File: src/rtl/pwm_pkg.sv
// pwm_pkg: shared definitions for the PWM gate-drive path.
//
// Holds the one-hot state encoding of the dead-time driver FSM, the bit
// positions used to decode outputs straight from the state register, and
// the default parameter values. Benches for the upstream PWM generator can
// import the same package to decode the driver state.
package pwm_pkg;

    // Default parameter values for pwm_deadtime_driver.
    localparam int DT_W_DEF   = 8;
    localparam int MIN_ON_DEF = 4;
    localparam int ON_W_DEF   = 4;

    // Width of the one-hot state vector.
    localparam int ST_W = 6;

    // Bit positions inside the one-hot state vector.
    localparam int ST_IDLE_B     = 0;
    localparam int ST_DT_TO_HI_B = 1;
    localparam int ST_HI_ON_B    = 2;
    localparam int ST_DT_TO_LO_B = 3;
    localparam int ST_LO_ON_B    = 4;
    localparam int ST_FAULT_B    = 5;

    // One-hot state encoding. Each output is a single register bit, so no
    // decode glitch can ever assert both gate drives.
    typedef enum logic [ST_W-1:0] {
        ST_IDLE     = 6'b000001,
        ST_DT_TO_HI = 6'b000010,
        ST_HI_ON    = 6'b000100,
        ST_DT_TO_LO = 6'b001000,
        ST_LO_ON    = 6'b010000,
        ST_FAULT    = 6'b100000
    } pwm_state_e;

    // True for either dead-time state.
    function automatic logic is_dt_state(input pwm_state_e s);
        return (s == ST_DT_TO_HI) || (s == ST_DT_TO_LO);
    endfunction

    // True for either conducting state.
    function automatic logic is_on_state(input pwm_state_e s);
        return (s == ST_HI_ON) || (s == ST_LO_ON);
    endfunction

endpackage

File: src/rtl/pwm_deadtime_driver_dt_counter.sv
// dt_counter: dead-time down-counter.
//
// Loads a start value, decrements by one per enabled cycle and reports when
// it has reached zero. The counter holds at zero rather than wrapping, so a
// stray decrement can never produce a long bogus dead time.
//
// Ports:
//   clk         system clock
//   rst_n       asynchronous active-low reset (counter clears to 0)
//   load_i      load load_val_i this cycle (wins over dec_i)
//   dec_i       decrement this cycle
//   load_val_i  value to load
//   cnt_o       current count
//   zero_o      high when the count is zero
module dt_counter #(
    parameter int DT_W = 8
) (
    input  logic            clk,
    input  logic            rst_n,
    input  logic            load_i,
    input  logic            dec_i,
    input  logic [DT_W-1:0] load_val_i,
    output logic [DT_W-1:0] cnt_o,
    output logic            zero_o
);

    logic [DT_W-1:0] cnt_q;
    logic [DT_W-1:0] cnt_d;

    always_comb begin
        cnt_d = cnt_q;
        if (load_i) begin
            cnt_d = load_val_i;
        end else if (dec_i && (cnt_q != '0)) begin
            cnt_d = cnt_q - DT_W'(1);
        end
    end

    always_ff @(posedge clk or negedge rst_n) begin
        if (!rst_n) begin
            cnt_q <= '0;
        end else begin
            cnt_q <= cnt_d;
        end
    end

    assign cnt_o  = cnt_q;
    assign zero_o = (cnt_q == '0);

endmodule

File: src/rtl/pwm_deadtime_driver.sv
// pwm_deadtime_driver: complementary half-bridge gate drive with dead time.
//
// Takes the single-ended PWM command from the sine PWM generator and turns
// it into high-side / low-side gate drives. Every switch passes through a
// dead-time state in which both devices are off, and a conducting state is
// held for at least MIN_ON cycles before a switch request is honoured, so
// short command glitches are filtered out.
//
// Handshake/timing: there is no valid/ready flow here. pwm_in is a level
// that is registered once (pwm_s_q) and every decision uses that copy.
// fault_n is a synchronous level; fault_clr is a single-cycle strobe that
// only matters while the fault is latched.
//
// Ports:
//   clk            system clock
//   rst_n          asynchronous active-low reset
//   en             driver enable; low forces both outputs off
//   pwm_in         PWM command
//   dead_cycles    dead time in clk cycles (0 behaves as 1), sampled on
//                  entry to a dead-time state
//   fault_n        active-low external fault
//   fault_clr      request to leave the latched fault state
//   hs_out         high-side gate drive
//   ls_out         low-side gate drive
//   fault_latched  high while in FAULT
//   in_dt          high while in a dead-time state
//   dbg_state_o    raw one-hot state register, for observation
module pwm_deadtime_driver
    import pwm_pkg::*;
#(
    parameter int DT_W   = DT_W_DEF,
    parameter int MIN_ON = MIN_ON_DEF,  // >= 1; 1 disables filtering
    parameter int ON_W   = ON_W_DEF     // 2**ON_W must exceed MIN_ON
) (
    input  logic            clk,
    input  logic            rst_n,
    input  logic            en,
    input  logic            pwm_in,
    input  logic [DT_W-1:0] dead_cycles,
    input  logic            fault_n,
    input  logic            fault_clr,
    output logic            hs_out,
    output logic            ls_out,
    output logic            fault_latched,
    output logic            in_dt,
    output logic [ST_W-1:0] dbg_state_o
);

    localparam logic [ON_W-1:0] MIN_ON_C    = ON_W'(MIN_ON);
    localparam logic [ON_W-1:0] MIN_ON_M1_C = ON_W'(MIN_ON - 1);

    pwm_state_e      state_q;
    pwm_state_e      state_d;
    logic            pwm_s_q;
    logic [ON_W-1:0] on_cnt_q;
    logic [ON_W-1:0] on_cnt_d;

    logic            dt_load;
    logic            dt_dec;
    logic [DT_W-1:0] dt_load_val;
    logic [DT_W-1:0] dt_cnt;
    logic            dt_zero;
    logic            on_ok;
    logic [ST_W-1:0] state_bits;

    // ------------------------------------------------------------------
    // Input register: the only copy of the command the FSM looks at.
    // ------------------------------------------------------------------
    always_ff @(posedge clk or negedge rst_n) begin
        if (!rst_n) begin
            pwm_s_q <= 1'b0;
        end else begin
            pwm_s_q <= pwm_in;
        end
    end

    // ------------------------------------------------------------------
    // Dead-time timer. The loaded value is (dead time - 1) because the
    // entry cycle itself is the first dead-time cycle; 0 is clamped to 1.
    // ------------------------------------------------------------------
    assign dt_load_val = (dead_cycles == '0) ? '0 : (dead_cycles - DT_W'(1));
    assign dt_load     = is_dt_state(state_d) && !is_dt_state(state_q);
    assign dt_dec      = is_dt_state(state_q);

    dt_counter #(
        .DT_W (DT_W)
    ) u_dt_counter (
        .clk        (clk),
        .rst_n      (rst_n),
        .load_i     (dt_load),
        .dec_i      (dt_dec),
        .load_val_i (dt_load_val),
        .cnt_o      (dt_cnt),
        .zero_o     (dt_zero)
    );

    // ------------------------------------------------------------------
    // Minimum on-time: the counter reads 0 in the first on-state cycle,
    // so a switch can first be taken in cycle MIN_ON of the on-state.
    // ------------------------------------------------------------------
    assign on_ok = (on_cnt_q >= MIN_ON_M1_C);

    always_comb begin
        on_cnt_d = on_cnt_q;
        if (is_on_state(state_d) && (state_d != state_q)) begin
            on_cnt_d = '0;
        end else if (is_on_state(state_q) && (on_cnt_q < MIN_ON_C)) begin
            on_cnt_d = on_cnt_q + ON_W'(1);
        end
    end

    always_ff @(posedge clk or negedge rst_n) begin
        if (!rst_n) begin
            on_cnt_q <= '0;
        end else begin
            on_cnt_q <= on_cnt_d;
        end
    end

    // ------------------------------------------------------------------
    // FSM next-state logic. Priority: fault, then enable, then normal.
    // ------------------------------------------------------------------
    always_comb begin
        state_d = state_q;
        if (!fault_n) begin
            state_d = ST_FAULT;
        end else if (state_q == ST_FAULT) begin
            // Leave only on an explicit clear while the fault input is gone.
            if (fault_clr) begin
                state_d = ST_IDLE;
            end
        end else if (!en) begin
            state_d = ST_IDLE;
        end else begin
            case (state_q)
                ST_IDLE: begin
                    state_d = pwm_s_q ? ST_DT_TO_HI : ST_DT_TO_LO;
                end
                // Exit follows the current command, not the state's name:
                // returning to the side that was just on is safe because
                // the opposite device never conducted.
                ST_DT_TO_HI, ST_DT_TO_LO: begin
                    if (dt_zero) begin
                        state_d = pwm_s_q ? ST_HI_ON : ST_LO_ON;
                    end
                end
                ST_HI_ON: begin
                    if (!pwm_s_q && on_ok) begin
                        state_d = ST_DT_TO_LO;
                    end
                end
                ST_LO_ON: begin
                    if (pwm_s_q && on_ok) begin
                        state_d = ST_DT_TO_HI;
                    end
                end
                // Any non-one-hot value recovers through IDLE (outputs off).
                default: begin
                    state_d = ST_IDLE;
                end
            endcase
        end
    end

    always_ff @(posedge clk or negedge rst_n) begin
        if (!rst_n) begin
            state_q <= ST_IDLE;
        end else begin
            state_q <= state_d;
        end
    end

    // ------------------------------------------------------------------
    // Outputs: each is one bit of the state register, so they change
    // cleanly on the clock edge and drop with the asynchronous reset.
    // ------------------------------------------------------------------
    assign state_bits    = state_q;
    assign hs_out        = state_bits[ST_HI_ON_B];
    assign ls_out        = state_bits[ST_LO_ON_B];
    assign in_dt         = state_bits[ST_DT_TO_HI_B] | state_bits[ST_DT_TO_LO_B];
    assign fault_latched = state_bits[ST_FAULT_B];
    assign dbg_state_o   = state_bits;

endmodule

File: config.mk
export PLATFORM = sky130hd
export DESIGN_NAME = pwm_deadtime_driver
export DESIGN_NICKNAME = d
export VERILOG_FILES = /design/src/rtl/pwm_pkg.sv /design/src/rtl/pwm_deadtime_driver_dt_counter.sv /design/src/rtl/pwm_deadtime_driver.sv
export SDC_FILE = /design/constraint.sdc
export NUM_CORES = 1
export LEC_CHECK = 0
export ABC_AREA = 1
export CELL_PAD_IN_SITES_DETAIL_PLACEMENT = 0
export CELL_PAD_IN_SITES_GLOBAL_PLACEMENT = 1
export CORE_ASPECT_RATIO = 1.5
export CORE_MARGIN = 2
export CORE_UTILIZATION = 35
export CTS_BUF_LIST = sky130_fd_sc_hd__clkbuf_2
export DETAILED_ROUTE_END_ITERATION = 8
export HOLD_SLACK_MARGIN = 0.12
export PLACE_DENSITY_LB_ADDON = 0.1
export REMOVE_ABC_BUFFERS = 1
export SYNTH_ARGS = -nofsm -noshare
export SYNTH_HDL_FRONTEND = slang
export SYNTH_SLANG_ARGS = --single-unit
File: constraint.sdc
create_clock -name clk -period 1.7 [get_ports clk]
set_input_delay 0.34 -clock clk [delete_from_list [all_inputs] [get_ports clk]]
set_output_delay 0.34 -clock clk [all_outputs]
set_load 0.005 [all_outputs]
## Word level (Yosys, flattened, before mapping)

Index checks and enable logic that the tools add are counted.

| storage, ports and cells | value |
|---|---|
| output and inout port bits | 10 |
| word-level logic and storage cells | 54 |
| bits in registers | 19 |
| input port bits | 14 |

| cells by class | value |
|---|---|
| bitwise logic cells | 1 |
| reduce and logical (&&, ||, !) cells | 18 |
| eq/ne operators | 11 |
| add/subtract/negate cells | 3 |
| multiplexer cells | 15 |
| $lt $le $gt $ge | 2 |

Operators with widths:

| operator | number |
|---|---|
| 6-bit two-way mux | 7 |
| 8-bit two-way mux | 3 |
| 6-bit one-hot mux with 4 select lines | 1 |
| 8-bit logical NOT | 2 |
| 8-bit by 1-bit subtractor with 8-bit output, second input constant | 2 |
| 6-bit by 2-bit equality test with 1-bit output, second input constant | 2 |
| 6-bit by 3-bit equality test with 1-bit output, second input constant | 2 |
| 6-bit by 4-bit equality test with 1-bit output, second input constant | 2 |
| 6-bit by 5-bit equality test with 1-bit output, second input constant | 2 |
| 4-bit two-way mux | 3 |
| 8-bit nonzero test | 1 |
| 6-bit by 1-bit equality test with 1-bit output, second input constant | 1 |
| 6-bit equality test, second input constant | 1 |
| 1-bit logical AND | 6 |
| 6-bit != test | 1 |
| 5-bit two-way mux | 1 |
| 4-bit by 1-bit adder with 4-bit output, second input constant | 1 |
| 4-bit by 2-bit >= comparator with 1-bit output, second input constant | 1 |
| 1-bit logical OR | 4 |
| 4-bit by 3-bit < comparator with 1-bit output, second input constant | 1 |
| 2-bit nonzero test | 2 |
| 1-bit logical NOT | 2 |
| 2-bit OR reduction | 1 |
| 1-bit OR | 1 |

## Depth between registers and ports, before layout

| depth | value |
|---|---|
| word-level depth | 11 |
| depth in mapped cells | 15 |
| depth with buffers taken out | 15 |

## Modules after synthesis

Synthesis repeated with hierarchy kept, for this count alone.

| unflattened totals | value |
|---|---|
| cells, all modules | 260 |
| area total of the unflattened synthesis | 1690.4 sq um |

Modules (own cells, without submodules):

| module | area an instance (sq um) | cells an instance | seq. area each (sq um) | times used |
|---|---|---|---|---|
| pwm_deadtime_driver | 1093.5 | 167 | 276.5 | 1 |
| dt_counter | 596.8 | 93 | 200.2 | 1 |

## Worst setup path after synthesis

Ideal clock, no wire load.

| path | value |
|---|---|
| path kind | register to register |
| from | register u_dt_counter.cnt_q[0], in the netlist u_dt_counter.cnt_o[0] |
| to | register u_dt_counter.cnt_q[4], in the netlist u_dt_counter.cnt_o[4] |
| clock period less this slack | 1.759 ns |
| setup time | 0.123 ns |
| setup slack | -0.059 ns |
| arrival | 1.636 ns |
| path buffers | 1 |
| stages on the path, launching flop included | 15 |
| cells stage by stage | dfrtp_1 > inv_1 > ha_1 > inv_1 > nor2_1 > nand2_1 > nand3_1 > nand3_1 > nand3_1 > nand2_2 > nand2_4 > nand2_2 > buf_4 > nand2_1 > o21ai_1 |

| on the way | value |
|---|---|
| cells in the longest elaborated chain, start to end | 10 |
| elaborated cells on any way between the ends | 16 |
| those cells by class | add/sub (1); eq/ne (2); mux (7); reduce/logical (6) |

RTL lines:

| element | RTL line | RTL |
|---|---|---|
| from (decl) | pwm_deadtime_driver_dt_counter.sv:27 | `logic [DT_W-1:0] cnt_q;` |
| from (signal assigned) | pwm_deadtime_driver_dt_counter.sv:43 | `cnt_q <= cnt_d;` |
| 8-bit logical NOT | pwm_deadtime_driver_dt_counter.sv:48 | `assign zero_o = (cnt_q == '0);` |
| 6-bit two-way mux | pwm_deadtime_driver.sv:143 | `if (dt_zero) begin` |
| 6-bit one-hot mux with 4 select lines | pwm_deadtime_driver.sv:135 | `case (state_q)` |
| 6-bit two-way mux | pwm_deadtime_driver.sv:132 | `end else if (!en) begin` |
| 6-bit two-way mux | pwm_deadtime_driver.sv:127 | `end else if (state_q == ST_FAULT) begin` |
| 6-bit two-way mux | pwm_deadtime_driver.sv:125 | `if (!fault_n) begin` |
| 6-bit by 2-bit equality test with 1-bit output / 6-bit by 4-bit equality test with 1-bit output (equally long branches) | pwm_pkg.sv:38 | `return (s == ST_DT_TO_HI) \|\| (s == ST_DT_TO_LO);` |
| 1-bit logical OR | pwm_pkg.sv:38 |  |
| 1-bit logical AND | pwm_deadtime_driver.sv:82 | `assign dt_load = is_dt_state(state_d) && !is_dt_state(state_q);` |
| 8-bit two-way mux / 2-bit nonzero test (equally long branches) | - |  |

Parallel ways exist; a longest one is shown, timed or not. The select of a mux whose other input is x is not followed.
A chain may end at the register's enable or synchronous reset.

## Final worst setup path

| path | value |
|---|---|
| from | register state_q[4], in the netlist dbg_state_o[4] |
| to | register on_cnt_q[1] |

| on the way | value |
|---|---|
| cells in the longest elaborated chain, start to end | 10 |
| elaborated cells on any way between the ends | 24 |
| those cells by class | eq/ne (9); mux (9); reduce/logical (6) |

RTL lines:

| element | RTL line | RTL |
|---|---|---|
| from (decl) | pwm_deadtime_driver.sv:52 | `pwm_state_e state_q;` |
| from (signal assigned) | pwm_deadtime_driver.sv:169 | `state_q <= state_d;` |
| 6-bit by 2-bit equality test with 1-bit output / 6-bit by 4-bit equality test with 1-bit output (equally long branches) | pwm_deadtime_driver.sv:135 |  |
| 2-bit OR reduction | pwm_deadtime_driver.sv:135 |  |
| 6-bit one-hot mux with 4 select lines | pwm_deadtime_driver.sv:135 |  |
| 6-bit two-way mux | pwm_deadtime_driver.sv:132 |  |
| 6-bit two-way mux | pwm_deadtime_driver.sv:127 |  |
| 6-bit two-way mux | pwm_deadtime_driver.sv:125 |  |
| 6-bit by 3-bit equality test with 1-bit output / 6-bit by 5-bit equality test with 1-bit output (equally long branches) | pwm_pkg.sv:43 | `return (s == ST_HI_ON) \|\| (s == ST_LO_ON);` |
| 1-bit logical OR | pwm_pkg.sv:43 |  |
| 1-bit logical AND | pwm_deadtime_driver.sv:105 | `if (is_on_state(state_d) && (state_d != state_q)) begin` |
| 4-bit two-way mux / 2-bit nonzero test (equally long branches) | - |  |
| to (signal assigned) | pwm_deadtime_driver.sv:116 | `on_cnt_q <= on_cnt_d;` |
| to (decl) | pwm_deadtime_driver.sv:55 | `logic [ON_W-1:0] on_cnt_q;` |

Parallel ways exist; a longest one is shown, timed or not.

==> out/metrics.csv <==
metric,value,unit
post-route-util,63.2,%
grt_util_all_layers,20.7,%
yosysWarningCount,0,
worst_pin_slew,0.456,ns
grt_max_degree,20,
gpl.final_weighted_congestion,0.873,
critical_path_peak_fanout,5,
timing.critical_path.cells,buf_4 -> buf_6 -> inv_1 -> nand4_1 -> nor2_1 -> nor2_2 -> buf_4 -> xor2_1 -> nor2_2 -> nand3_4 -> a21oi_2,
ant_diodes,0,
cts_hold_buf,0,
rr_startpoint,dbg_state_o[4]$_DFF_PN0_,
final_number_of_setup_violating_endpoints,12,
final_min_period_over_clock_period,110,%
r2r.worst_path.cells,11,
skew,0.00228,ns
flip_flop_and_latch_count_after_synthesis,19,
synth_cells,228,
root_buffer,clkbuf_2,
drt_wl_total,4610,microns
holdCritPathClass,input port to async pin,
tritoncts,done,
fraction_of_layout_cells_with_a_size_suffix_above_1,52.5,%
clock_sink_count,19,
io_pins,24,
die_height,84.9,microns
crit_path_end_kind,flip-flop,
cp-start-kind,flip-flop,
crit_required,1.97,ns
viasPerCell,4.83,
regToRegSetupSlack,-0.17,ns
drtPass1Iterations,4,
grt_pass1_wl,7910,microns
timing.critical_path.arrival,2.14,ns
start_util,36.3,%
initialDrtViolationCount,51,
clk_pin_slew_worst_paths,0.19,ns
fin_hold_viols,0,
ctsLongestPathBuffers,2,
path_buf_inv,4,
layout_common_cells,"buf_4, nand2_1, inv_1",
ir_worst_vdd,0.521,mV
crit_path_top_delay_cell,dfrtp_1,
die_w,57.9,microns
failed_checks,negative setup slack,
synth_seq_area_share,31.2,%
syn_to_final_growth,74.3,%
layout.filler_cells,399,
cts-htree-levels,1,
vias_in_the_first_global_route,1810,
place.port_buffers,23,
synth.lib_cells_used.distinct,28,
core-area,4210,sq um
maxClockFrequency,0.534,GHz
power.static_leakage,0.00142,uW
antenna_found_initial,0,
power_per_cell_area,799,nW/um^2
syn-cell-area,1530,sq um
grt_setup_unrepaired,yes,
timing.final.crit_period,1.87,ns
final_setup_margin,-0.174,ns
post_drt_wl_per_cell,12.4,microns
placement_rows,29,
antenna_left,0,
critPathKind,flip-flop to flip-flop,
cap_violations,0,
post_synth.cell_area_avg,6.70,sq um
most_common_cell_after_layout_fill_and_taps_aside,buf_4,
remaining_drc_errors,0,
dp.final_hpwl,3440,microns
crit_family,simple AND/OR/NAND/NOR gates,
nNetsFinal,345,
worstSkewPairLatency,0.31,ns
globalRouteOverflowTotal,0,
status,finished with violations,
timing.final.max_slew_violations,0,
maxSlewHeadroom,69.3,%
r2r-end,on_cnt_q[1]$_DFFE_PN0P_,
dieArea,4920,sq um
routed-via-count,1795,
cts_inserted_buffers,3,
final.setup.tns,-1.49,ns
timing.critical_path.slowest_cell_delay,0.43,ns
[power breakdown]
part	internal [uW]	switching, uW	total [uW]
clock network	62.3	147	209
registers	547	61.2	608
logic	658	652	1310
total	1270	860	2130
[worst max-delay path by stage]
stage | from | to | slack, ns | cells after the start
2_1_floorplan | u_dt_counter.cnt_o[0]$_DFFE_PN0P_ | u_dt_counter.cnt_o[7]$_DFFE_PN0P_ | -0.07 | 13
3_3_place_gp | dead_cycles[0] | u_dt_counter.cnt_o[1]$_DFFE_PN0P_ | -0.38 | 15
3_5_place_dp | dead_cycles[0] | u_dt_counter.cnt_o[1]$_DFFE_PN0P_ | -0.44 | 15
4_1_cts | dbg_state_o[3]$_DFF_PN0_ | on_cnt_q[2]$_DFFE_PN0P_ | -0.16 | 12
5_1_grt | dbg_state_o[3]$_DFF_PN0_ | u_dt_counter.cnt_o[6]$_DFFE_PN0P_ | -0.26 | 13
6_report | dbg_state_o[4]$_DFF_PN0_ | on_cnt_q[1]$_DFFE_PN0P_ | -0.17 | 11
[logic make-up after synthesis]
group	count (synthesis)	share of synthesized area [%]
fa+ha+maj	4	3.28
flops	19	31.2
xor+xnor	8	4.59
simple gates	122	37.5
compound gates	29	10.1
buf+inv	45	12.7
mux	1	0.656
[per-stage QoR]
step | instance area, sq um | setup slack (ns) | cells | hold WS, ns | power, uW
4_1_cts | 2540 | -0.163 | 371 | 0.322 | 2020
3_5_place_dp | 2230 | -0.436 | 352 | 0.491 | 1600
2_1_floorplan | 1480 | -0.0679 | 221 | 0.0444 | 1140
5_1_grt | 2660 | -0.261 | 372 | 0.321 | 2310
6_report | 2660 | -0.174 | 372 | 0.327 | 2130
3_3_place_gp | 2230 | -0.382 | 352 | 0.486 | 1600
[cells in the mapped netlist]
cell type,n,area (sq um)
dfstp_2,1,26.3
nand2_1,58,218
nand4_1,8,50.1
o21ai_2,1,8.76
xor2_1,8,70.1
o21bai_1,1,7.51
buf_4,4,30.0
nor3_1,5,25.0
ha_1,4,50.1
nand3_1,16,80.1
inv_1,34,128
nand2_4,2,22.5
mux2i_1,1,10.0
nor3b_1,1,7.51
nand2_2,3,18.8
o21ai_0,6,30.0
buf_6,1,11.3
nor2_8,1,20.0
nand3_2,3,30.0
dfrtp_1,18,450
o21a_1,1,7.51
inv_2,4,15.0
or2_2,1,6.26
nand3b_1,1,7.51
buf_2,2,10.0
nor2_1,23,86.3
o21ai_1,13,65.1
a21oi_1,7,35.0
[flip-flops by register name, indices dropped and copies added, names as in the netlist]
| signal | count |
|---|---|
| on_cnt_q | 4 |
| u_dt_counter.cnt_o | 8 |
| pwm_s_q | 1 |
| dbg_state_o | 6 |
[cell type report]
| class | count | area [sq um] | area share [%] |
|---|---|---|---|
| Clock buffer | 4 | 20.0 | 0.752 |
| Tap cell | 46 | 57.6 | 2.16 |
| Timing Repair Buffer | 101 | 841 | 31.6 |
| Inverter | 38 | 143 | 5.36 |
| Multi-Input combinational cell | 164 | 1120 | 42.1 |
| Sequential cell | 19 | 480 | 18.1 |
[metal layers]
metal | up-vias | track usage, % | wire length [microns]
met2 | 43 | 41.4 | 2810
met4 | 0 | 8.88 | 111
li1 | 914 | - | -
met5 | - | 0 | 0
met3 | 10 | 1.22 | 110
met1 | 828 | 21.0 | 1580
[repair_timing]
item                       4_1_cts  5_1_grt
resized for setup               70       36
setup endpoints to repair       21       16
setup buffers                   15        2
pin swaps                       23       16
Power figures use the tool's default switching activity.
